File: config.mk
export PLATFORM = sky130hd
export DESIGN_NAME = sipo_capture_ctrl
export DESIGN_NICKNAME = d
export VERILOG_FILES = /design/src/rtl/sipo_capture_pkg.sv /design/src/rtl/sipo_capture_ctrl_shift_stage.sv /design/src/rtl/sipo_capture_ctrl.sv
export SDC_FILE = /design/constraint.sdc
export NUM_CORES = 1
export LEC_CHECK = 0
export CORE_MARGIN = 1.5
export CORE_UTILIZATION = 41
export CTS_CLUSTER_DIAMETER = 40
export DETAILED_ROUTE_END_ITERATION = 16
export PLACE_DENSITY = 0.76
export SYNTH_ARGS = -nofsm -noshare
export SYNTH_HDL_FRONTEND = slang
export SYNTH_SLANG_ARGS = --single-unit
File: constraint.sdc
create_clock -name clk -period 3.4 [get_ports clk]
set_input_delay 0.51 -clock clk [delete_from_list [all_inputs] [get_ports clk]]
set_output_delay 0.51 -clock clk [all_outputs]
set_load 0.01 [all_outputs]
File: src/rtl/sipo_capture_pkg.sv
// sipo_capture_pkg
// Shared types and constants for the serial-in/parallel-out capture sequencer.
//   SIPO_WIDTH_DEFAULT : default number of data bits per captured word
//   state_t            : sequencer states (PARITY is only reachable when
//                        SIPO_CAPTURE_PARITY_EN is defined)
package sipo_capture_pkg;

  localparam int SIPO_WIDTH_DEFAULT = 8;

  typedef enum logic [1:0] {
    IDLE   = 2'd0,
    SHIFT  = 2'd1,
    PARITY = 2'd2,
    HOLD   = 2'd3
  } state_t;

endpackage

File: src/rtl/sipo_capture_ctrl_shift_stage.sv
// shift_stage
// One edge-triggered flip-flop stage of the serial-in/parallel-out chain.
// Ports:
//   clk   : rising-edge clock
//   reset : synchronous active-high reset, clears q
//   en    : load d into q on this edge
//   d     : stage input (serial_in or the previous stage's q)
//   q     : stage output
module shift_stage
  import sipo_capture_pkg::*;
(
  input  logic clk,
  input  logic reset,
  input  logic en,
  input  logic d,
  output logic q
);

  always_ff @(posedge clk) begin
    if (reset) begin
      q <= 1'b0;
    end else if (en) begin
      q <= d;
    end
  end

endmodule

File: src/rtl/sipo_capture_ctrl.sv
// sipo_capture_ctrl
// Sequencer that turns a WIDTH-stage flip-flop chain into a serial receiver:
// a start pulse begins capture, WIDTH bits are shifted in MSB first, and the
// word is presented on a valid/ready handshake.
// Optional feature macro: SIPO_CAPTURE_PARITY_EN adds a trailing even-parity
// bit and drives parity_err; without it parity_err is tied to 0.
// Ports:
//   clk        : rising-edge clock
//   reset      : synchronous active-high reset
//   start      : begin capture (sampled only in IDLE)
//   serial_in  : serial data bit
//   bit_valid  : serial_in is valid this cycle
//   out_ready  : consumer accepts data_out
//   busy       : high in every state except IDLE
//   out_valid  : data_out holds a complete word
//   data_out   : parallel word, first captured bit in MSB
//   parity_err : parity mismatch on the held word
//
// state  | meaning
// IDLE   | waiting for start
// SHIFT  | accepting WIDTH data bits
// PARITY | waiting for the trailing parity bit (macro builds only)
// HOLD   | word presented, waiting for out_ready
module sipo_capture_ctrl
  import sipo_capture_pkg::*;
#(
  parameter int WIDTH = SIPO_WIDTH_DEFAULT
) (
  input  logic             clk,
  input  logic             reset,
  input  logic             start,
  input  logic             serial_in,
  input  logic             bit_valid,
  input  logic             out_ready,
  output logic             busy,
  output logic             out_valid,
  output logic [WIDTH-1:0] data_out,
  output logic             parity_err
);

  localparam int CNT_W = $clog2(WIDTH + 1);

  state_t           r_state;
  state_t           w_state_nxt;
  logic [CNT_W-1:0] r_count;
  logic             w_shift_en;
  logic             w_last_bit;
  logic [WIDTH-1:0] w_chain;
  logic [WIDTH-1:0] w_chain_d;

  assign w_last_bit = (r_count == CNT_W'(WIDTH - 1));

  always_ff @(posedge clk) begin
    if (reset) begin
      r_state <= IDLE;
    end else begin
      r_state <= w_state_nxt;
    end
  end

  always_comb begin
    w_state_nxt = r_state;
    w_shift_en  = 1'b0;
    busy        = (r_state != IDLE);
    out_valid   = (r_state == HOLD);
    case (r_state)
      IDLE: begin
        if (start) w_state_nxt = SHIFT;
      end
      SHIFT: begin
        if (bit_valid) begin
          w_shift_en = 1'b1;
          if (w_last_bit) begin
`ifdef SIPO_CAPTURE_PARITY_EN
            w_state_nxt = PARITY;
`else
            w_state_nxt = HOLD;
`endif
          end
        end
      end
      PARITY: begin
`ifdef SIPO_CAPTURE_PARITY_EN
        if (bit_valid) w_state_nxt = HOLD;
`else
        w_state_nxt = IDLE;
`endif
      end
      HOLD: begin
        if (out_ready) w_state_nxt = IDLE;
      end
      default: w_state_nxt = IDLE;
    endcase
  end

  // Counter saturates naturally: SHIFT is left on the WIDTH-th bit, so it
  // never increments past WIDTH.
  always_ff @(posedge clk) begin
    if (reset) begin
      r_count <= '0;
    end else if ((r_state == IDLE) && start) begin
      r_count <= '0;
    end else if (w_shift_en) begin
      r_count <= r_count + 1'b1;
    end
  end

  // Stage 0 takes serial_in, every other stage takes its neighbour, so the
  // first bit captured ends up in the MSB after WIDTH shifts.
  assign w_chain_d = {w_chain[WIDTH-2:0], serial_in};

  for (genvar i = 0; i < WIDTH; i++) begin : g_stage
    shift_stage u_stage (
      .clk   (clk),
      .reset (reset),
      .en    (w_shift_en),
      .d     (w_chain_d[i]),
      .q     (w_chain[i])
    );
  end

  assign data_out = w_chain;

`ifdef SIPO_CAPTURE_PARITY_EN
  logic r_parity_err;

  // Even parity: data bits XOR parity bit must be 0.
  always_ff @(posedge clk) begin
    if (reset) begin
      r_parity_err <= 1'b0;
    end else if ((r_state == PARITY) && bit_valid) begin
      r_parity_err <= ^{w_chain, serial_in};
    end else if ((r_state == HOLD) && out_ready) begin
      r_parity_err <= 1'b0;
    end
  end

  assign parity_err = r_parity_err;
`else
  assign parity_err = 1'b0;
`endif

endmodule

# == Word level (Yosys, flattened, before mapping) ==
# Cells that the tools add are included.
# totals
ff_bits,14
elab_cells,31
input_bits,6
output_inout_bits,11
# classes
mux,7
addsub,1
n_reduce_logical,5
eq_ne,8
# op_table
operator,count
2-to-1 mux 2 bit,4
inequality test 2 bit (second input constant),4
one-hot mux 2 bit (4 select lines),1
adder 4 x 1 -> 4 bit (second input constant),1
== test 2 bit (second input constant),2
== test 4 x 3 -> 1 bit (second input constant),1
AND reduction 4 bit,1
== test 2 x 1 -> 1 bit (second input constant),1
logical NOT 2 bit,1
2-to-1 mux 1 bit,2
nonzero test 2 bit,1
OR reduction 2 bit,1
logical AND 1 bit,1

# == Longest topological paths before layout ==
# depth
depth_word,4
mapped_depth,4
depth_no_buf,4

# == Hierarchy ==
# A second synthesis with hierarchy kept.
# hier_totals
hier_cells,57
hier_area_um2,556.8
# by_module_without_submodules
mod,cells_per_inst,seq_area_each_um2,area_per_inst_um2,instances
sipo_capture_ctrl,33,120.1,286.5,1
shift_stage,3,20.0,33.8,8

# == Worst setup path before layout ==
# No wires, ideal clock.
# synth_path
kind,reg2out
from,reg r_state[0]
to,out busy
arrival_time_ns,0.634
setup_slack_ns,2.256
path_buffers,0
required_ns,2.890
path_stages_with_launch,2
cell_sequence,dfxtp_1 or2_2
# synth_between
elab_chain_len,1
# synth_rtl
item,line,text
"start, declared",sipo_capture_ctrl.sv:43,state_t r_state;
"start signal, assigned",sipo_capture_ctrl.sv:57,r_state <= w_state_nxt;
nonzero test 2 bit,sipo_capture_ctrl.sv:64,busy = (r_state != IDLE);
"end, declared",sipo_capture_ctrl.sv:35,"output logic busy,"
# Every way passes these cells.

# == Worst setup path in the final report ==
# Same ends and word-level chain as after synthesis.

==> flow_metrics.env <==
export IMPL_grt_setup_unrepaired="no"
export IMPL_slew_viol_final=0
export IMPL_startpoint="r_state[0]"
export IMPL_power_mw=0.3061
export IMPL_cp_cell_sequence="or2_2, clkdlybuf4s50_1"
export IMPL_met1_length_um=490
export IMPL_synth_warnings=0
export IMPL_cts_root_buf="clkbuf_4"
export IMPL_ys_types=22
export IMPL_tritoncts="yes"
export IMPL_nFillCells=129
export IMPL_status="completed"
export IMPL_syn_nets=85
export IMPL_ant_nets=0
export IMPL_hold_class="reg -> reg"
export IMPL_report_final_hold_viol_count=0
export IMPL_cts_max_level=1
export IMPL_place_gp_congestion=0.6913
export IMPL_crit_path_end_kind="primary output"
export IMPL_synthMostInstantiatedCell="nand2_1"
export IMPL_worstRegToRegCells=3
export IMPL_diodes=0
export IMPL_whs_path_depth=2
export IMPL_synthesis_area_sq_um=625.6
export IMPL_synthCells=78
export IMPL_layout_nets=93
export IMPL_drtPass1Iterations=4
export IMPL_cp_data_arrival_time_ns=1.40
export IMPL_fmax_mhz=524.8
export IMPL_setup_viol=0
export IMPL_design_core_area_sq_um=1366
export IMPL_start_util_pct=45.79
export IMPL_yosysSeqAreaShare_pct=44.80
export IMPL_pre_cts_ws_ns=1.419
export IMPL_min_delay_start="g_stage[7].u_stage.q"
export IMPL_setup_tns_ns=0
export IMPL_die_area_sq_um=1769
export IMPL_grt_pass1_vias=387
export IMPL_stdcell_count=100
export IMPL_routed_top_layer="met4"
export IMPL_grt_pass1_wl_mm=1.628
export IMPL_ctsResizeCount=0
export IMPL_synth_common_cells="nand2_1 (19), dfxtp_1 (14), a21oi_1 (13)"
export IMPL_period_share_pct=56.04
export IMPL_fp_dieH_um=42.06
export IMPL_hpwl_um=723.6
export IMPL_grt_overflow=0
export IMPL_wl_met2_um=454
export IMPL_max_stage_delay_ns=0.48
export IMPL_route_met3_wl_um=47
export IMPL_drt_iter0_drc=17
export IMPL_ios=17
export IMPL_critPathKind="reg -> out"
export IMPL_cts_setup_buffers=0
export IMPL_synth_flop_cell="dfxtp_1"
export IMPL_antenna_found_initial=0
export IMPL_wl_mm=1.002
export IMPL_r2r_start="r_state[1]"
export IMPL_yosysTopAreaCellShare_pct=44.80
export IMPL_synth_area_leaders="dfxtp_1 (45%), buf_4 (12%), nand2_1 (11%)"
export IMPL_synth_area_per_cell_sq_um=8.021
export IMPL_avgRoutedWirePerCell_um=10.02
export IMPL_final_min_clock_period_ns=1.905
export IMPL_yosys_area_top_type="dfxtp_1"
export IMPL_cts_made_buffers=3
export IMPL_portBuffers=15
export IMPL_clock_latency_ns=0.27
export IMPL_cp_max_fo=6
export IMPL_setup_ws_ns=1.495
export IMPL_synth_edf_count=0
export IMPL_final_core_util_pct=54.67
export IMPL_ys_seq_elements=14
export IMPL_hold_buffers=0
export IMPL_cp_slowest_cell="clkdlybuf4s50_1"
export IMPL_placed_cells=96
export IMPL_grt_usage_pct=12.09
export IMPL_p_leak_nw=0.2596
export IMPL_synthToLayoutAreaGrowth_pct=19.40
export IMPL_peakVddDrop_mv=0.2979
export IMPL_p_per_area_nw_per_um2=409.8
export IMPL_maxCapViolCount=0
export IMPL_vias_per_cell=4.950
export IMPL_cts_buffer_depth=2
export IMPL_fin_worst_skew_ns=0.002649
export IMPL_rows=13
export IMPL_vias=495
export IMPL_required_ns=2.89
export IMPL_async_flop_share_pct=0
export IMPL_die_x_um=42.06
export IMPL_cts_clk_slew_worst_paths_ns=0.08
export IMPL_grt_start_max_net_pins=14
export IMPL_cts_sink_count=14
export IMPL_startpoint_type="register"
export IMPL_drc=0
export IMPL_drive_gt1_share_pct=5.882
[layout by cell type, fill, tap and decap left out]
cell type,synthesis,routed
nand3b_1,1,1
or3_1,2,2
clkbuf_4,0,3
nand3_1,1,1
clkdlybuf4s50_1,0,15
nand4b_1,1,1
conb_1,1,1
and3b_1,1,1
dfxtp_1,14,14
or2_2,1,1
o21ai_0,2,2
nor2b_1,1,1
nand2_1,19,19
a21oi_1,13,13
nand2b_1,1,1
clkbuf_8,0,1
inv_1,2,2
nor2_1,2,2
a21o_1,1,1
ha_1,1,1
xnor2_1,1,1
and2_1,1,1
[flip-flops by register name, summed over array words and instances (netlist names)]
| name | flops |
|---|---|
| g_stage.u_stage.q | 8 |
| r_count | 4 |
| r_state | 2 |
[cell families after synthesis]
| logic type | count (synthesis) | share of synthesized area [%] |
|---|---|---|
| buffers and inverters | 14 | 14.60 |
| AND/OR/NAND/NOR | 31 | 23.40 |
| XOR/XNOR | 1 | 1.400 |
| adder cells (fa/ha/maj) | 1 | 2.000 |
| flip-flops | 14 | 44.80 |
| other | 1 | 0.5994 |
| AO/OA/AOI/OAI | 16 | 13.20 |
[power by group]
group	internal, mW	leakage [nW]	switching [mW]
Sequential	0.166	0.113	0.00214
Clock	0.0651	0.0210	0.0504
Combinational	0.0114	0.125	0.0112
Total	0.242	0.260	0.0637
[routing by layer]
| metal | GRT usage, % | vias to the layer above |
|---|---|---|
| met2 | 16.88 | 9 |
| met1 | 15.93 | 224 |
| met5 | 0 | - |
| li1 | - | 260 |
| met3 | 6.466 | 2 |
| met4 | 3.750 | 0 |
[area by class of cell]
type	instances	area, sq um	area share [%]
Inverter	2	7.507	1.005
Sequential cell	14	280.3	37.52
Tap cell	15	18.77	2.513
Multi-Input combinational cell	50	254.0	34.00
Timing Repair Buffer	15	150.1	20.10
Clock buffer	4	36.28	4.858
[final timing paths]
path | to | slack [ns]
setup reg to reg | r_count[3] | 1.97
hold reg to reg | g_stage[7].u_stage.q | 0.47
hold / removal | g_stage[7].u_stage.q | 0.47
setup / recovery | busy | 1.49
[stage by stage]
step                instance area, sq um  hold WS, ns
floorplan                          625.6       0.4367
global placement                   710.7       0.4438
detailed placement                 710.7       0.4596
CTS                                747.0       0.4721
global route                       747.0       0.5020
finish                             747.0       0.4661
[worst max-delay path: cells and delay by family (launching register included)]
kind	cells	cell delay (ns)
buf+inv	1	0.48
flops	1	0.35
simple gates	1	0.30
(Power assumes the default switching activity.)
